File: src/rtl/uart_pkg.sv
// Shared types and helpers for the uart transmit arbiter.
package uart_pkg;

   localparam int unsigned N_DEFAULT = 4;

   typedef enum logic [1:0] {
      S_DRAIN,
      S_IDLE,
      S_BUSY,
      S_GAP
   } arb_state_t;

   // Cycles the uart needs for one frame: start + 8 data + stop bits plus its ack cycle.
   function automatic int unsigned frame_cycles(input int unsigned syshz, input int unsigned baud);
      return 10 * (syshz / baud) + 1;
   endfunction

endpackage

File: src/rtl/rr_pick.sv
// Combinational round-robin search: first set request strictly after ptr, wrapping modulo N.
module rr_pick
   import uart_pkg::*;
#(
   parameter int unsigned N  = N_DEFAULT,
   parameter int unsigned PW = (N > 1) ? $clog2(N) : 1
) (
   input  logic [N-1:0]  req,
   input  logic [PW-1:0] ptr,
   output logic          valid,
   output logic [PW-1:0] idx,
   output logic [N-1:0]  onehot
);

   logic [PW-1:0] cand;

   // Walk candidates from farthest (ptr+N) to nearest (ptr+1); the nearest hit is written last and wins.
   always_comb begin
      valid  = 1'b0;
      idx    = '0;
      onehot = '0;
      cand   = '0;
      for (int unsigned k = 0; k < N; k++) begin
         cand = PW'((32'(ptr) + N - k) % N);
         if (req[cand]) begin
            valid = 1'b1;
            idx   = cand;
         end
      end
      if (valid) begin
         onehot[idx] = 1'b1;
      end
   end

endmodule

File: src/rtl/uart_tx_arbiter.sv
// Round-robin arbiter sharing one uart transmitter among N byte producers.
//
// state   | meaning
// --------+--------------------------------------------------------------
// S_DRAIN | post-reset hold-off; waits out a frame the uart may still send
// S_IDLE  | no owner; pick the next requester round-robin
// S_BUSY  | frame owned by grant; waiting for uart_txack
// S_GAP   | one cycle; ack pulse visible, uart sees txreq low
module uart_tx_arbiter
   import uart_pkg::*;
#(
   parameter int unsigned N     = N_DEFAULT,
   parameter int unsigned SYSHZ = 100_000_000,
   parameter int unsigned BAUD  = 9600,
   parameter int unsigned DRAIN = 11 * (SYSHZ / BAUD)
) (
   input  logic           clk,
   input  logic           rst,
   input  logic [N-1:0]   req,
   input  logic [8*N-1:0] data,
   output logic [N-1:0]   ack,
   output logic [N-1:0]   grant,
   output logic           busy,
   output logic           uart_txreq,
   output logic [7:0]     uart_txdata,
   input  logic           uart_txack
);

   localparam int unsigned PW = (N > 1) ? $clog2(N) : 1;
   localparam int unsigned CW = (DRAIN > 1) ? $clog2(DRAIN) : 1;
   localparam logic [CW-1:0] DRAIN_LAST = CW'(DRAIN - 1);
   localparam logic [PW-1:0] PTR_INIT   = PW'(N - 1);

   arb_state_t    state_q, state_d;
   logic [CW-1:0] cnt_q, cnt_d;
   logic [PW-1:0] ptr_q, ptr_d;
   logic [N-1:0]  grant_d, ack_d;
   logic          txreq_d, busy_d;
   logic [7:0]    txdata_d;

   logic          pick_valid;
   logic [PW-1:0] pick_idx;
   logic [N-1:0]  pick_onehot;

   rr_pick #(
      .N  (N),
      .PW (PW)
   ) u_rr_pick (
      .req    (req),
      .ptr    (ptr_q),
      .valid  (pick_valid),
      .idx    (pick_idx),
      .onehot (pick_onehot)
   );

   // State and every output are registered; reset forces DRAIN because the uart is not reset.
   always_ff @(posedge clk) begin
      if (rst) begin
         state_q     <= S_DRAIN;
         cnt_q       <= DRAIN_LAST;
         ptr_q       <= PTR_INIT;
         grant       <= '0;
         ack         <= '0;
         uart_txreq  <= 1'b0;
         uart_txdata <= 8'h00;
         busy        <= 1'b1;
      end else begin
         state_q     <= state_d;
         cnt_q       <= cnt_d;
         ptr_q       <= ptr_d;
         grant       <= grant_d;
         ack         <= ack_d;
         uart_txreq  <= txreq_d;
         uart_txdata <= txdata_d;
         busy        <= busy_d;
      end
   end

   // Next-state and next-output logic; outputs hold unless a transition changes them.
   always_comb begin
      state_d  = state_q;
      cnt_d    = cnt_q;
      ptr_d    = ptr_q;
      grant_d  = grant;
      ack_d    = '0;
      txreq_d  = uart_txreq;
      txdata_d = uart_txdata;

      unique case (state_q)
         S_DRAIN: begin
            if (cnt_q == '0) begin
               state_d = S_IDLE;
            end else begin
               cnt_d = cnt_q - CW'(1);
            end
         end
         S_IDLE: begin
            if (pick_valid) begin
               state_d  = S_BUSY;
               grant_d  = pick_onehot;
               txdata_d = data[{pick_idx, 3'b000} +: 8];
               txreq_d  = 1'b1;
               ptr_d    = pick_idx;
            end
         end
         S_BUSY: begin
            // req changes are deliberately ignored: once granted, the frame runs to txack.
            if (uart_txack) begin
               state_d = S_GAP;
               txreq_d = 1'b0;
               grant_d = '0;
               ack_d   = grant;
            end
         end
         S_GAP: begin
            state_d = S_IDLE;
         end
         default: begin
            state_d = S_DRAIN;
            cnt_d   = DRAIN_LAST;
         end
      endcase

      busy_d = (state_d != S_IDLE);
   end

endmodule

File: config.mk
export PLATFORM = sky130hd
export DESIGN_NAME = uart_tx_arbiter
export DESIGN_NICKNAME = d
export VERILOG_FILES = /design/src/rtl/uart_pkg.sv /design/src/rtl/rr_pick.sv /design/src/rtl/uart_tx_arbiter.sv
export SDC_FILE = /design/constraint.sdc
export NUM_CORES = 1
export LEC_CHECK = 0
export ABC_AREA = 1
export ABC_CLOCK_PERIOD_IN_PS = 1800
export BUFFER_PORTS_ARGS = -buffer_cell sky130_fd_sc_hd__buf_2
export CAP_MARGIN = 20
export CORE_ASPECT_RATIO = 1.75
export CORE_MARGIN = 2
export CORE_UTILIZATION = 53
export CTS_CLUSTER_SIZE = 24
export DETAILED_ROUTE_END_ITERATION = 10
export MAX_ROUTING_LAYER = met4
export PLACE_DENSITY = 0.91
export SLEW_MARGIN = 10
export SYNTH_ARGS = -nofsm -noshare
export SYNTH_HDL_FRONTEND = slang
export SYNTH_SLANG_ARGS = --single-unit
export TNS_END_PERCENT = 100
File: constraint.sdc
create_clock -name clk -period 1.8 [get_ports clk]
set_input_delay 0.09 -clock clk [delete_from_list [all_inputs] [get_ports clk]]
set_output_delay 0.09 -clock clk [all_outputs]
set_load 0.05 [all_outputs]
* Word-level counts from Yosys, hierarchy flattened
Cells that the tools add are included.
Storage, ports and cells: input port bits 39, flip-flop bits (word level) 39, output and inout bits 18, logic and storage cells 65
Operators by class: muxes and demuxes 28, shift-type cells 1, $add $sub $neg 5, $lt $le $gt $ge 6, reduce and logical (&&, ||, !) cells 8, bitwise logic cells 3, eq/ne operators 6
Operators by type and width (number):
- $shiftx A32 B6 Y8 | 1
- $logic_not A17 Y1 | 1
- $sub A17 B1 Y17 const B | 1
- $lt A2 B3 Y1 const B | 5
- $mux W2 | 7
- $mux W1 | 11
- $bmux W1 S2 | 4
- $mux W4 | 2
- $pmux W2 S4 | 1
- $pmux W4 S2 | 1
- $eq A2 B2 Y1 const B | 2
- $ne A2 B2 Y1 const B | 2
- $reduce_and A2 Y1 | 2
- $sub A2 B2 Y2 const B | 2
- $not A1 Y1 | 3
- $reduce_and A3 Y1 | 1
- $reduce_or A3 Y1 | 1
- $add A2 B1 Y2 const B | 1
- $demux W1 S2 | 1
- $eq A2 B1 Y1 const B | 1
- $ge A2 B1 Y1 const B | 1
- $logic_not A2 Y1 | 1
- $ne A2 B1 Y1 const B | 1
- $pmux W1 S2 | 1
- other kinds (3) | 3

* Depth between registers and ports, before layout
word-level depth 13, depth in mapped cells 15, mapped depth without buffers 14

* Modules after synthesis
Synthesis repeated with hierarchy kept, for this count alone.
Unflattened totals: cell total of the unflattened synthesis 344, area total of the unflattened synthesis 2287.2 um2
By module, submodules not included:
- uart_tx_arbiter | seq. area each 780.7 um2, instances 1, area an instance 1988.2 um2, cells each 285
- rr_pick | seq. area each 0.0 um2, instances 1, area an instance 299.0 um2, cells each 59

* Worst setup path before layout
OpenSTA, ideal clock, no wires.
path kind register to register, from reg cnt_q[0], to reg cnt_q[7], library setup time 0.133 ns, required time 1.667 ns, data arrival time 1.500 ns, path buffers 1, slack 0.167 ns, stages on the path, launching flop included 12, period minus slack after synthesis 1.633 ns, cells stage by stage dfxtp_1 inv_1 ha_1 nand2_1 nor2_1 nand3b_1 nand2_2 inv_1 buf_6 nand3_1 o21ai_0 nand3_1
On the way: word-level cells in the longest chain between the ends 3, elaborated cells between the ends (all ways) 4, classes of those cells 1 x add/sub; 1 x bitwise; 2 x reduce/logical
Ends and longest elaborated chain:
- start, declared | RTL line uart_tx_arbiter.sv:35 | logic [CW-1:0] cnt_q, cnt_d;
- start signal, assigned | RTL line uart_tx_arbiter.sv:69 | cnt_q <= cnt_d;
- branches (longest 3 deep; another with $sub A17 B1 Y17)
Several ways; the timed one is not identified. A chain may end at the register's enable or synchronous reset.

* Final worst setup path
from reg ptr_q[0], to reg uart_txdata[7]
On the way: word-level cells in the longest chain between the ends 8, elaborated cells between the ends (all ways) 22, classes of those cells 4 x add/sub; 1 x shift; 16 x mux; 1 x reduce/logical
Ends and longest elaborated chain:
- start, declared | RTL line uart_tx_arbiter.sv:36 | logic [PW-1:0] ptr_q, ptr_d;
- start signal, assigned | RTL line uart_tx_arbiter.sv:70 | ptr_q <= ptr_d;
- $add A2 B1 Y2 (*) | RTL line rr_pick.sv:24 | cand = PW'((32'(ptr) + N - k) % N);
- $sub A2 B1 Y2 / $bmux W1 S2 (equally long branches) | RTL line rr_pick.sv:24, rr_pick.sv:25
- $bmux W1 S2 / $mux W1 (equally long branches) | RTL line rr_pick.sv:25 | if (req[cand]) begin
- $mux W1 (not written as such) / $mux W2 (equally long branches) | RTL line rr_pick.sv:25
- $mux W2 / $mux W1 (equally long branches) (3 in series) | RTL line rr_pick.sv:25
- $shiftx A32 B6 Y8 / $reduce_and A2 Y1 (equally long branches)
- end signal, assigned | RTL line uart_tx_arbiter.sv:74 | uart_txdata <= txdata_d;
- end, declared | RTL line uart_tx_arbiter.sv:25 | output logic [7:0] uart_txdata,
Every way passes the cells marked *; elsewhere a longest branch is shown, timed or not. The select of a mux whose other input is x is not followed.

==> out/metrics.csv <==
stage,metric,value,unit
timing,tightest_slew,0.6794,ns
synthesis,synth_cells,330,
pwr,power_density,594.2,mW/mm^2
timing,fin_skew,0.005521,ns
timing,timing.final.crit_period,1.900,ns
clock_network,clkTransAtPathRegs,0.09,ns
finish,nets,442,
pwr,p_total,1714,uW
worst_setup_path,required,2.01,ns
worst_setup_path,crit_type,reg -> reg,
grt,globalRouteOverflowTotal,0,
drt,ant_nets,0,
worst_setup_path,cp.arrival,2.11,ns
finish,fillCellCount,281,
clock_network,clock-sinks,39,
synthesis,syn_area,0.002188,sq mm
timing,setup_violations,1,
drt,first_iter_violations,78,
clock_network,htree_levels,2,
finish,diodes,0,
finish,design_area,0.002884,sq mm
grt,grt_max_degree,23,
synthesis,yosysUniqueCellTypes,28,
placement,dpl.hpwl,4.100,mm
clock_network,cts_tree,built,
clock_network,cts_buffers,5,
clock_network,cts_root_buf,clkbuf_8,
drt,vias_per_cell,5.525,
floorplanning,start_util,56.06,%
floorplanning,dieHeight,89.01,um
finish,regArea,785.8,sq um
timing,rsz0062_at_grt,true,
pwr,ir_drop,0.0006076,V
timing,relSlewSlack,54.66,%
worst_setup_path,worstPathMaxFanout,5,
hold_path,hp-class,in -> reg,
drt,wl_per_cell,14.43,um
run_status,violations,negative setup slack,
synthesis,synthMuxAreaShare,0,%
worst_setup_path,startpoint_type,flip-flop,
placement,globalplace.congestion,0.8986,
timing,drv_slew,0,
synthesis,synth-compound-area-share,10.35,%
clock_network,clk_path_buf_depth,2,
floorplanning,rows,30,
timing,setup_slack,-0.09951,ns
synthesis,synthXorXnorAreaFrac,1.601,%
drt,drt_pre_antenna_iters,4,
synthesis,syn_area_per_cell,6.631,sq um
clock_network,clock_latency,0.31,ns
synthesis,synth_adder_area_share,0.5718,%
timing,finalCritPeriodShare,105.5,%
timing,max_freq,526.5,MHz
grt,antenna_found_initial,0,
flow_run,drv_cap,0,
grt,grt_first_pass_wirelength,9.142,mm
finish,drive_gt1_share,34.00,%
clock_network,hold_buffers,0,
placement,place_area,0.002562,sq mm
placement,portBuffers,56,
synthesis,synth_nets,370,
finish,area_growth,31.79,%
timing,hold_violations,0,
synthesis,synth_top_family_by_area,simple AND/OR/NAND/NOR gates,
finish,multi_input_area,0.001349,sq mm
synthesis,synth.ff_latch_count,39,
floorplanning,die_x,52.58,um
synthesis,ys.warnings.count,0,
grt,grt_pass1_vias,2258,
floorplanning,coreArea,0.003904,sq mm
worst_setup_path,cp-end-kind,flip-flop,
floorplanning,dieArea,0.004679,sq mm
grt,grt.total_usage,26.76,%
floorplanning,pin_count,57,
drt,num_vias,2492,
drt,drt_wl_total,6.510,mm
synthesis,synthSimpleGateAreaFrac,41.51,%
pwr,p_leak,0.001420,uW
run_status,outcome,"complete, but fails checks",
drt,drc_errors,0,
synthesis,yosysSeqAreaShare,35.68,%
power breakdown:
part	total, uW	internal (uW)	switching, uW
combinational	205	73.5	131
clock	639	277	362
sequential	870	866	4.05
total	1710	1220	497
registers in the layout, summed over array words and instances (netlist names):
register     flops
ptr_q            2
grant            4
busy             1
uart_txdata      8
ack              4
uart_txreq       1
state_q          2
cnt_q           17
critical path, stage by stage (launching register included):
cell and delay, ns:
dfxtp_4 0.37, buf_12 0.13, nand2_1 0.11, nand3_2 0.10
nand2_1 0.09, inv_2 0.05, nand2_4 0.09, nand2_4 0.09
nand2_2 0.13, nand2_2 0.10, o21ai_0 0.19, nor2_1 0.09
nor2_1 0.19, nor2_1 0.06
path summary, 6_finish.rpt:
| kind | start | endpoint | slack [ns] | cells after the start |
|---|---|---|---|---|
| hold / removal | uart_txack | uart_txreq | 0.06 | 4 |
| hold reg to reg | cnt_q[16] | cnt_q[16] | 0.45 | 2 |
| setup reg to reg | ptr_q[0] | uart_txdata[7] | -0.1 | 13 |
| setup / recovery | ptr_q[0] | uart_txdata[7] | -0.1 | 13 |
area by class of cell:
cell class / count / area share (%)
tap: 48 / 2.082
clock inverter: 3 / 0.8243
sequential: 39 / 27.25
multi-input combinational: 244 / 46.77
timing repair buffer: 69 / 14.58
clock buffer: 5 / 2.386
inverter: 43 / 6.117
cell usage in the layout (no fill, tap or decap), types with 3 or more instances in the layout:
cell type / synthesis / routed
nor2_1: 60 / 59
xor2_1: 4 / 4
nand3_1: 37 / 29
nand2_2: 4 / 20
clkbuf_8: 0 / 5
o21ai_0: 26 / 23
o21ai_1: 0 / 3
inv_2: 3 / 5
a21oi_1: 13 / 13
inv_1: 39 / 34
dfxtp_1: 39 / 37
nand2_1: 70 / 52
nand3_2: 1 / 9
inv_4: 0 / 3
nand4_1: 4 / 4
o211ai_1: 3 / 3
buf_4: 0 / 10
buf_2: 2 / 56
nand2_4: 7 / 11
layer usage:
metal / vias up / wire [um] / GRT usage [%]
met5: - / 0 / -
li1: 1198 / - / -
met3: 39 / 419 / 5.518
met1: 1116 / 2226 / 25.84
met2: 139 / 3457 / 48.75
met4: 0 / 407 / 13.29
cell usage after synthesis (all sizes together):
library cell,number,share of area [%]
nor3,1,0.23
nand4,4,1.1
ha,1,0.57
nor2,62,11
clkbuf,3,0.51
xor2,4,1.6
nand2,82,18
nand3,39,9.7
dfxtp,39,36
inv,43,7.6
buf,5,2.2
o211ai,3,1.0
o21ai,27,6.3
a21oi,13,3.0
nand3b,2,0.69
nor4,2,0.57
through the flow:
| stage | setup slack (ns) | util (%) | hold WS (ns) | std cells | setup TNS [ns] |
|---|---|---|---|---|---|
| final | -0.09951 | 73.88 | 0.05632 | 451 | -0.09951 |
| after global routing | -0.2598 | 73.88 | 0.07075 | 451 | -0.8517 |
| after CTS | 0.0006790 | 68.01 | 0.05577 | 443 | 0 |
| after detailed placement | 0.02484 | 65.64 | 0.3844 | 435 | 0 |
| after global placement | 0.07205 | 65.64 | 0.3811 | 435 | 0 |
| after floorplan | 0.1668 | - | 0.1710 | 330 | 0 |
repair_timing:
action                                  4_1_cts  5_1_grt
pin swaps                                     0        9
gates resized for setup                       1       48
cloned                                        0        5
setup buffers                                 0        3
endpoints found under the setup margin        1       24
kinds of logic (layout without fill, tap and decap cells):
family / after synthesis / after routing
and+or+nand+nor: 192 / 196
buffers and inverters: 51 / 120
AOI/OAI and AO/OA: 43 / 43
DFF: 39 / 39
xor gates and xnor gates: 4 / 4
adders and majority gates: 1 / 1
(Power assumes the default switching activity.)
